### src/rtl/timer_dev.sv
// timer_dev: memory-mapped countdown timer, bus responder for the mips bridge.
// Registers (word offset): 0 CTRL {IM, Mode[1:0], En}, 1 PRESET, 2 COUNT (RO), 3 reserved.
// Optional feature macro: TIMER_AUTO_RELOAD_EN enables Mode 01 (auto-reload);
// without it the Mode bits are not stored and every expiry is one-shot.
//
// state | meaning
// IDLE  | waiting for En
// LOAD  | COUNT <= PRESET
// CNT   | counting down while En stays set
// INT   | expiry: raise irq_flag, then reload or stop
module timer_dev #(
   parameter logic [31:0] PRESET_RESET = 32'h0000_0000
) (
   input  logic        clk,
   input  logic        rst,
   input  logic [1:0]  Addr,
   input  logic        WeDev,
   input  logic [31:0] DIn,
   output logic [31:0] DOut,
   output logic        IRQ
);

   localparam logic [1:0] IDLE = 2'd0;
   localparam logic [1:0] LOAD = 2'd1;
   localparam logic [1:0] CNT  = 2'd2;
   localparam logic [1:0] INT  = 2'd3;

   logic [1:0]  state_q, state_d;
   logic        en_q, en_d;
   logic        im_q, im_d;
   logic [31:0] preset_q, preset_d;
   logic [31:0] count_q, count_d;
   logic        irq_flag_q, irq_flag_d;
   logic [1:0]  mode_rd;
   logic        auto_mode;
   logic        we_ctrl, we_preset;

   assign we_ctrl   = WeDev && (Addr == 2'd0);
   assign we_preset = WeDev && (Addr == 2'd1);

`ifdef TIMER_AUTO_RELOAD_EN
   logic [1:0] mode_q, mode_d;

   // Mode field storage, only present when auto-reload is built in
   always_ff @(posedge clk or posedge rst) begin
      if (rst) mode_q <= 2'b00;
      else     mode_q <= mode_d;
   end

   always_comb begin
      mode_d = mode_q;
      if (we_ctrl) mode_d = DIn[2:1];
   end

   assign mode_rd   = mode_q;
   assign auto_mode = (mode_q == 2'b01);
`else
   assign mode_rd   = 2'b00;
   assign auto_mode = 1'b0;
`endif

   // Next-state, counter, interrupt flag and register-write logic
   always_comb begin
      state_d    = state_q;
      en_d       = en_q;
      im_d       = im_q;
      preset_d   = preset_q;
      count_d    = count_q;
      irq_flag_d = irq_flag_q;

      // Any CTRL/PRESET write clears the flag; an expiry in the same cycle still sets it.
      if (we_ctrl || we_preset) irq_flag_d = 1'b0;

      case (state_q)
         IDLE: begin
            if (en_q) state_d = LOAD;
         end
         LOAD: begin
            count_d = preset_q;
            state_d = CNT;
            // The auto-reload pulse lasts only the cycle after INT.
            if (auto_mode) irq_flag_d = 1'b0;
         end
         CNT: begin
            if (!en_q) begin
               state_d = IDLE;
            end else if (count_q > 32'd1) begin
               count_d = count_q - 32'd1;
            end else begin
               count_d = 32'd0;
               state_d = INT;
            end
         end
         default: begin
            irq_flag_d = 1'b1;
            if (auto_mode) begin
               state_d = LOAD;
            end else begin
               state_d = IDLE;
               en_d    = 1'b0;
            end
         end
      endcase

      // Bus writes come last so they win over the hardware clear of En.
      if (we_ctrl) begin
         en_d = DIn[0];
         im_d = DIn[3];
      end
      if (we_preset) preset_d = DIn;
   end

   // State and register flops
   always_ff @(posedge clk or posedge rst) begin
      if (rst) begin
         state_q    <= IDLE;
         en_q       <= 1'b0;
         im_q       <= 1'b0;
         preset_q   <= PRESET_RESET;
         count_q    <= 32'd0;
         irq_flag_q <= 1'b0;
      end else begin
         state_q    <= state_d;
         en_q       <= en_d;
         im_q       <= im_d;
         preset_q   <= preset_d;
         count_q    <= count_d;
         irq_flag_q <= irq_flag_d;
      end
   end

   // Zero-latency read mux
   always_comb begin
      case (Addr)
         2'd0:    DOut = {28'd0, im_q, mode_rd, en_q};
         2'd1:    DOut = preset_q;
         2'd2:    DOut = count_q;
         default: DOut = 32'd0;
      endcase
   end

   assign IRQ = im_q & irq_flag_q;

endmodule

### config.mk
export PLATFORM = sky130hd
export DESIGN_NAME = timer_dev
export DESIGN_NICKNAME = d
export VERILOG_FILES = /design/src/rtl/timer_dev.sv
export SDC_FILE = /design/constraint.sdc
export NUM_CORES = 1
export LEC_CHECK = 0
export ABC_CLOCK_PERIOD_IN_PS = 5480
export CAP_MARGIN = 20
export CORE_ASPECT_RATIO = 0.6
export CORE_MARGIN = 2
export CORE_UTILIZATION = 30
export DETAILED_ROUTE_END_ITERATION = 10
export SYNTH_ARGS = -nofsm -noshare
export SYNTH_HDL_FRONTEND = slang
export SYNTH_SLANG_ARGS = --single-unit
### constraint.sdc
create_clock -name clk -period 5.48 [get_ports clk]
set_clock_uncertainty 0.2 [all_clocks]
set_input_delay 0.822 -clock clk [delete_from_list [all_inputs] [get_ports clk]]
set_output_delay 0.822 -clock clk [all_outputs]
set_load 0.005 [all_outputs]
# Word level (Yosys, flattened, before mapping)
# Index checks and enable logic that the tools add are counted.
# totals
ff_bits	69
out_inout_bits	33
inputBits	37
# classes
add_sub_neg	1
magnitude_cmp	1
n_mux	12
bitwise	1
n_eq_ne	9
reduce_logical	9
# op_table
cell	count
one-hot mux 32 bit (3 select lines)	1
two-way mux 32 bit	2
one-hot mux 32 bit (2 select lines)	1
greater-than comparator 32 x 1 -> 1 bit, second input constant	1
subtractor 32 x 1 -> 32 bit, second input constant	1
two-way mux 2 bit	3
one-hot mux 2 bit (3 select lines)	1
equality test 2 x 1 -> 1 bit, second input constant	2
equality test 2 bit, second input constant	2
zero test 2 bit	2
two-way mux 1 bit	4
!= test 2 x 1 -> 1 bit, second input constant	2
!= test 2 bit, second input constant	2
AND reduction 2 bit	2
!= test 3 bit, second input constant	1
OR reduction 3 bit	1
logical AND 1 bit	2
nonzero test 2 bit	1
AND 1 bit	1
logical OR 1 bit	1

# Longest topological paths before layout
# logic_depth
ltp_word	5
ltp_mapped	9

# Least setup slack after synthesis
# No wires, ideal clock.
# synth_timing
path_type	in2out
from	in Addr[1]
to	out DOut[10]
cell_stages	4
arrival_time_ps	1549
setup_slack_ps	2909
cell_sequence	nor2b_1 -> clkbuf_1 -> clkbuf_1 -> a22o_1
# synth_between
elab_chain_len	2
# synth_lines
element	line_no	source
start, declared	16	input logic [1:0] Addr,
equality test 2 bit (tied with other cells)	134	case (Addr)
one-hot mux 32 bit (3 select lines) *	134	
end, declared	19	output logic [31:0] DOut,
# Mark *: on every way between the ends. The rest lies on a longest branch, timed or not.

# Worst setup path in the final report
# layout_timing
from	in Addr[0]
to	out DOut[22]
# The elaborated chain is that of the path after synthesis.

==> summary.txt <==
clk slew on worst S/H paths: 0.05 ns
Via Count: 3,625
CP Capture Type: output pin
number of flops mapped to enable cells by yosys: 0
Port-buffer cells: 69
initial antenna violation count: 0
pin count of the biggest net entering global routing: 46
Reg area: 1730 µm²
IO Count: 70
CTS H-tree depth: 3
vias per cell: 5.74
Yosys cell types: 49
latest clock arrival within the worst-skew pair: 0.33 ns
hold buffer count at cts: 0
type of origin of the critical path: input pin
FILL cells: 1,288
GPL Wtd Cong: 0.859
clk root buf: clkbuf_16
crit-path max cell delay: 0.60 ns
CTS buffer count: 9
drt first pass iters: 4
crit path cell chain: clkdlybuf4s50_1 > nor2b_2 > buf_4 > a22o_1 > clkdlybuf4s50_1
post-route ant nets: 0
PD cells: 469 nW/µm²
Finished Core Util: 0.394
post-cts repair resize count: 0
relative slew slack: 0.492
wire per inst: 19.0 µm
worst slack at placement: 1.74 ns
layout cells sized above 1: 0.149
DRC violations left: 0
commonest cells after routing, fill and taps aside: dfrtp_1, clkdlybuf4s50_1, mux2_2, a22o_1, nand2_1
first-pass GRT wire length: 19.5 mm
Post-Route WL: 12.0 mm
min cycle time layout: 3.76 ns
Seq/Total Area, Yosys: 0.429
critical path data required time: 4.46 ns
Synth-to-Final Area Change: 27.0%
Ys Warns: 0
post-route setup TNS: 0 ns
starting density of the core: 0.310
final setup vio count: 0
CTS max path bufs: 2
RSZ-0062 raised after global routing: false
FMAX: 266 MHz
Clock Sinks: 69
CP Class: input pin to output pin
Starting DRT DRC Count: 255
Final #Nets: 497
core area: 13,000 µm²
Final Hold Vio Count: 0
Leak Pwr: 1.97 nW
multi-input logic area: 2110 µm²
syn_nets: 445
fin crit share: 0.685
TritonCTS clock tree: yes
status: finished clean
post-DP HPWL: 8.05 mm
Yosys reg bits: 69
final worst slack: 1.72 ns
# diodes: 0
vias in the first global route: 3,568
die area: 14,400 µm²
Max Transition Viols Final: 0
Max Cap Violations: 0
worst slew pin tran: 0.760 ns
ys async rst share: 1.00
GRT Overall Usage: 0.174
most frequent CP cell: clkdlybuf4s50_1
Netlist Area Pre-Place: 4020 µm²
row count: 32
postcts setup bufs: 0
crit path DAT: 2.73 ns
final instance area: 5110 µm²
Hold WC Path Type: flop to flop
Synth Flop Type: dfrtp_1
DIE WIDTH: 153 µm
Remaining Overflow, GRT: 0
syn avg cell area: 9.90 µm²
Post-DP Area: 4830 µm²
worst vdd ir: 0.178 mV
CP max FO: 31
die height: 93.7 µm
Pwr Total: 2.39 mW
Crit-path slowest cell: clkdlybuf4s50_1
Post-Synthesis Cells: 406
==> synthesized netlist by cell type (3+ instances only) <==
cell type | n | area [µm²]
nor3_1 | 13 | 65.1
o2bb2ai_1 | 4 | 35.0
mux2_2 | 33 | 372
buf_2 | 5 | 25.0
inv_1 | 8 | 30.0
nand2b_1 | 3 | 18.8
clkbuf_1 | 22 | 82.6
a22o_1 | 32 | 280
o21ai_0 | 9 | 45.0
or3_1 | 8 | 50.1
or2_2 | 3 | 18.8
nor2b_1 | 6 | 37.5
o2111ai_1 | 5 | 43.8
nor2_1 | 14 | 52.6
nor4_1 | 12 | 75.1
dfrtp_1 | 69 | 1730
o211ai_1 | 9 | 67.6
a21oi_1 | 13 | 65.1
and3_1 | 8 | 50.1
nand3_1 | 17 | 85.1
a31oi_1 | 5 | 31.3
nor4_2 | 3 | 37.5
o31ai_1 | 11 | 82.6
a22oi_1 | 9 | 67.6
a32oi_1 | 5 | 43.8
nand2_1 | 25 | 93.8
or4_1 | 3 | 22.5
nand4_1 | 17 | 106
buf_1 | 4 | 15.0
==> metal layers <==
metal / part of all wire / vias up / global-route usage
met2: 0.41 / 141 / 0.250
met1: 0.52 / 1777 / 0.259
met3: 0.066 / 9 / 0.0434
met5: 0 / - / 0
met4: 0.0086 / 0 / 0.0459
li1: - / 1698 / -
==> logic make-up after synthesis <==
| logic type | Yosys count | synth area share |
|---|---|---|
| fa+ha+maj | 2 | 0.00622 |
| simple gates | 143 | 0.204 |
| mux | 35 | 0.0974 |
| flops | 69 | 0.429 |
| buf+inv | 44 | 0.0485 |
| compound gates | 113 | 0.214 |
==> power by group <==
part	leakage, nW	switching [mW]	internal [mW]
Combinational	0.995	0.468	0.419
Clock	0.139	0.205	0.340
Sequential	0.833	0.275	0.688
==> stage by stage <==
step / hold slack (ns) / cells
2_1_floorplan: 0.239 / 406
3_5_place_dp: 0.275 / 617
3_3_place_gp: 0.269 / 617
6_report: 0.293 / 632
4_1_cts: 0.292 / 632
5_1_grt: 0.339 / 632
==> flip-flops by register name, summed over array words and instances, names as in the netlist <==
| signal | flops |
|---|---|
| state_q | 2 |
| irq_flag_q | 1 |
| en_q | 1 |
| im_q | 1 |
| count_q | 32 |
| preset_q | 32 |
==> final timing paths <==
path / to / start / slack [ns] / depth (start not counted)
worst max-delay path: DOut[22] / Addr[0] / 1.72 / 5
worst min-delay path: irq_flag_q / irq_flag_q / 0.29 / 2
min in group asynchronous: im_q / rst / 0.75 / 2
max in group asynchronous: preset_q[19] / rst / 3.37 / 3
worst max register to register: count_q[21] / count_q[0] / 2.64 / 5
worst min register to register: irq_flag_q / irq_flag_q / 0.29 / 2
==> area by class of cell <==
| cell class | instances | share of cell area |
|---|---|---|
| clock buffers | 14 | 0.0537 |
| repair buffers | 77 | 0.147 |
| flip-flops and latches | 69 | 0.338 |
| multi-input cells | 293 | 0.413 |
| well taps | 170 | 0.0417 |
| inverters | 8 | 0.00588 |
| clock inverters | 1 | 0.000980 |
==> critical path: cells and delay by family <==
family | cells | cell delay (ns)
compound gates | 1 | 0.23
simple gates | 1 | 0.19
buf+inv | 3 | 1.48
(Power assumes the default switching activity.)
==> RTL change: new RTL, same settings <==
Put a register stage on the output `DOut`, with the module's reset. The value now appears one clock later. The other outputs are not delayed to match.
--- a/src/rtl/timer_dev.sv
+++ b/src/rtl/timer_dev.sv
@@ -24,6 +24,8 @@
    localparam logic [1:0] LOAD = 2'd1;
    localparam logic [1:0] CNT  = 2'd2;
    localparam logic [1:0] INT  = 2'd3;
+
+   logic [31:0] DOut_d;
 
    logic [1:0]  state_q, state_d;
    logic        en_q, en_d;
@@ -132,14 +134,22 @@
    // Zero-latency read mux
    always_comb begin
       case (Addr)
-         2'd0:    DOut = {28'd0, im_q, mode_rd, en_q};
-         2'd1:    DOut = preset_q;
-         2'd2:    DOut = count_q;
-         default: DOut = 32'd0;
+         2'd0:    DOut_d = {28'd0, im_q, mode_rd, en_q};
+         2'd1:    DOut_d = preset_q;
+         2'd2:    DOut_d = count_q;
+         default: DOut_d = 32'd0;
       endcase
    end
 
    assign IRQ = im_q & irq_flag_q;
 
+   always_ff @(posedge clk or posedge rst) begin
+      if (rst) begin
+         DOut <= '0;
+      end else begin
+         DOut <= DOut_d;
+      end
+   end
+
 endmodule
 
Formal check against the unedited RTL: not equivalent (a bounded check fails within 4 cycles, from zero or initial values and one cycle with rst high).
==> RTL change against the unedited design <==
Cell area grew 16%; combinational power grew 5.7%; setup slack gained 0.74 ns; sequential share of layout area grew 8.8 points; clock power grew 13%; sequential cell count grew 32; area after synthesis grew 19%; power grew 17%; routed wire length grew 5.6%; critical endpoint is now count_q[30].
==> RTL change: results (changes against the unedited design) <==
{| class="wikitable"
! Metric !! Value
|-
| Reg-to-reg slack, setup || 2.47 ns (-0.17 ns)
|-
| Pin count of the biggest net entering global routing || 74 (+61%)
|-
| Switching power as a share of total power || 0.383 (-0.0128)
|-
| Path class of the lowest-slack min-delay path || flip-flop to flip-flop
|-
| Yosys warnings || 0 (unchanged)
|-
| LEAKAGE || 2.40 nW (+22%)
|-
| Fillers || 1521 (+18%)
|-
| Adder-cell share of the synthesized area || 0.00524 (-0.000980)
|-
| FFs w/ async S/R, synth || 1.00 (unchanged)
|-
| Number of distinct library cells after synthesis || 53 (+8.2%)
|-
| Critical path peak fanout || 11 (-65%)
|-
| Leading cell types by count after synthesis || dfrtp_1, a22o_1, mux2_2
|-
| Number of H-tree branching levels || 3 (unchanged)
|-
| Maximum number of buffers from clock root to sink || 2 (unchanged)
|-
| Post-cts resize count || 0 (unchanged)
|-
| Global-route total usage across every layer || 0.158 (-0.0157)
|-
| Layout Nets || 518 (+4.2%)
|-
| Mapped Nets || 464 (+4.3%)
|-
| Detailed-placement wirelength estimate || 8590 µm (+6.7%)
|-
| Post-placement worst setup slack || 2.43 ns (+0.690 ns)
|-
| Relative slew margins || 0.393 (-0.0989)
|-
| Critical path's largest stage delay || 0.54 ns (-0.06 ns)
|-
| Leading register cell type out of synthesis || dfrtp_1
|-
| Antenna cells || 0 (unchanged)
|-
| Vias per Instance || 5.50 (-4.2%)
|-
| Achievable Freq || 332 MHz (+25%)
|-
| RD Place Congestion || 0.871 (+1.4%)
|-
| CTS clk-pin slew, worst paths || 0.07 ns (+0.02 ns)
|-
| Buffer type at the clock tree root || clkbuf_16
|-
| Port Buffers || 69 (unchanged)
|-
| Wire length of the first global-routing pass || 20900 µm (+6.9%)
|-
| Register area share after synthesis || 0.529 (+0.100)
|-
| Clock latency reported for the late side of the worst-skew pair || 0.35 ns (+0.02 ns)
|-
| Ranking of synthesized cells by area || dfrtp_1, mux2_2, a22o_1, nand2_1, o21ai_0
|-
| Mux contribution to synthesized area || 0.0820 (-0.0153)
|-
| DRT iter0 DRCs || 372 (+46%)
|-
| Outcome || finished clean
|-
| Initial antenna violation count || 0 (unchanged)
|-
| CTS Buf Count || 9 (unchanged)
|-
| Largest regs || DOut x32, count_q x32, preset_q x32
|-
| Wirelength per Cell || 18.4 µm (-2.8%)
|-
| Via count of the first global-routing pass || 3729 (+4.5%)
|-
| Complex-gate fraction of the synthesized area || 0.191 (-0.0235)
|-
| Share of post-route cells with drive strength above 1 || 0.151 (+0.00148)
|-
| Arrival time reported for the critical path endpoint || 3.10 ns (+0.37 ns)
|-
| Highest ir drop seen on vdd || 185 µV (+4.0%)
|-
| Parity-gate share of the synthesized area counting xor and xnor cells || 0.00183 (+0.00183)
|-
| Post-CTS setup-driven buffer insertion count || 0 (unchanged)
|-
| Total iterations of the first detailed-routing run || 5 (+1)
|-
| Critical path's top delay family || simple AND/OR/NAND/NOR gates
|-
| Cell at the slowest stage of the critical path || or3_1
|}
==> RTL change: changes by cell type after synthesis, moves of 7 or more <==
| cell | before | now |
|---|---|---|
| a22o_1 | 32 | 41 |
| and3_1 | 8 | 1 |
| dfrtp_1 | 69 | 101 |
| nand4_1 | 17 | 6 |
| o21ai_0 | 9 | 19 |
| o31ai_1 | 11 | 2 |
==> RTL change: final cells by class <==
cell class / count / area share
clock buffer: 10 / 0.0403
clock inverter: 6 / 0.00760
tap: 203 / 0.0429
sequential: 101 / 0.426
inverter: 12 / 0.00802
timing repair buffer: 78 / 0.128
multi-input combinational: 277 / 0.347
==> RTL change: metrics by stage <==
| step | instance area, µm² | hold slack [ns] | std cells | power (W) |
|---|---|---|---|---|
| finish | 5930 | 0.285 | 687 | 0.00281 |
| global route | 5930 | 0.331 | 687 | 0.00300 |
| CTS | 5930 | 0.291 | 687 | 0.00281 |
| detailed placement | 5640 | 0.273 | 671 | 0.00219 |
| global placement | 5640 | 0.259 | 671 | 0.00216 |
| floorplan | 4770 | 0.238 | 425 | 0.00185 |
==> RTL change: tightest hold or removal path, delay by kind of cell, from the launching register on <==
kind / cells / cell delay [ns]
flops: 1 / 0.35
simple gates: 2 / 0.11
==> RTL change: power groups by stage <==
stage          Sequential, W  Clock, W  Combinational [W]
2_1_floorplan        0.00114         0           0.000706
3_3_place_gp         0.00125         0           0.000910
3_5_place_dp         0.00126         0           0.000927
4_1_cts              0.00125  0.000626           0.000933
5_1_grt              0.00130  0.000662            0.00105
6_report             0.00126  0.000614           0.000938
==> RTL change: path summary, 6_finish.rpt <==
kind | startpoint | endpoint | depth (start not counted)
worst max-delay path | count_q[1] | count_q[30] | 7
worst min-delay path | irq_flag_q | irq_flag_q | 2
worst max register to register | count_q[1] | count_q[30] | 7
worst min register to register | irq_flag_q | irq_flag_q | 2
max in group asynchronous | rst | DOut[4] | 3
min in group asynchronous | rst | preset_q[23] | 2
==> RTL change: kinds of logic after synthesis <==
kind of cell	Yosys count
and+or+nand+nor	122
AOI/OAI and AO/OA	117
DFF	101
buffers and inverters	47
muxes	35
adders and majority gates	2
xor gates and xnor gates	1
==> RTL change: per-layer routing <==
metal / up-vias / global-route usage / wire, µm
met5: - / 0 / 0
met4: 0 / 0.0358 / 125
met3: 12 / 0.0453 / 873
met2: 154 / 0.208 / 4900
met1: 1880 / 0.250 / 6770
li1: 1730 / - / -
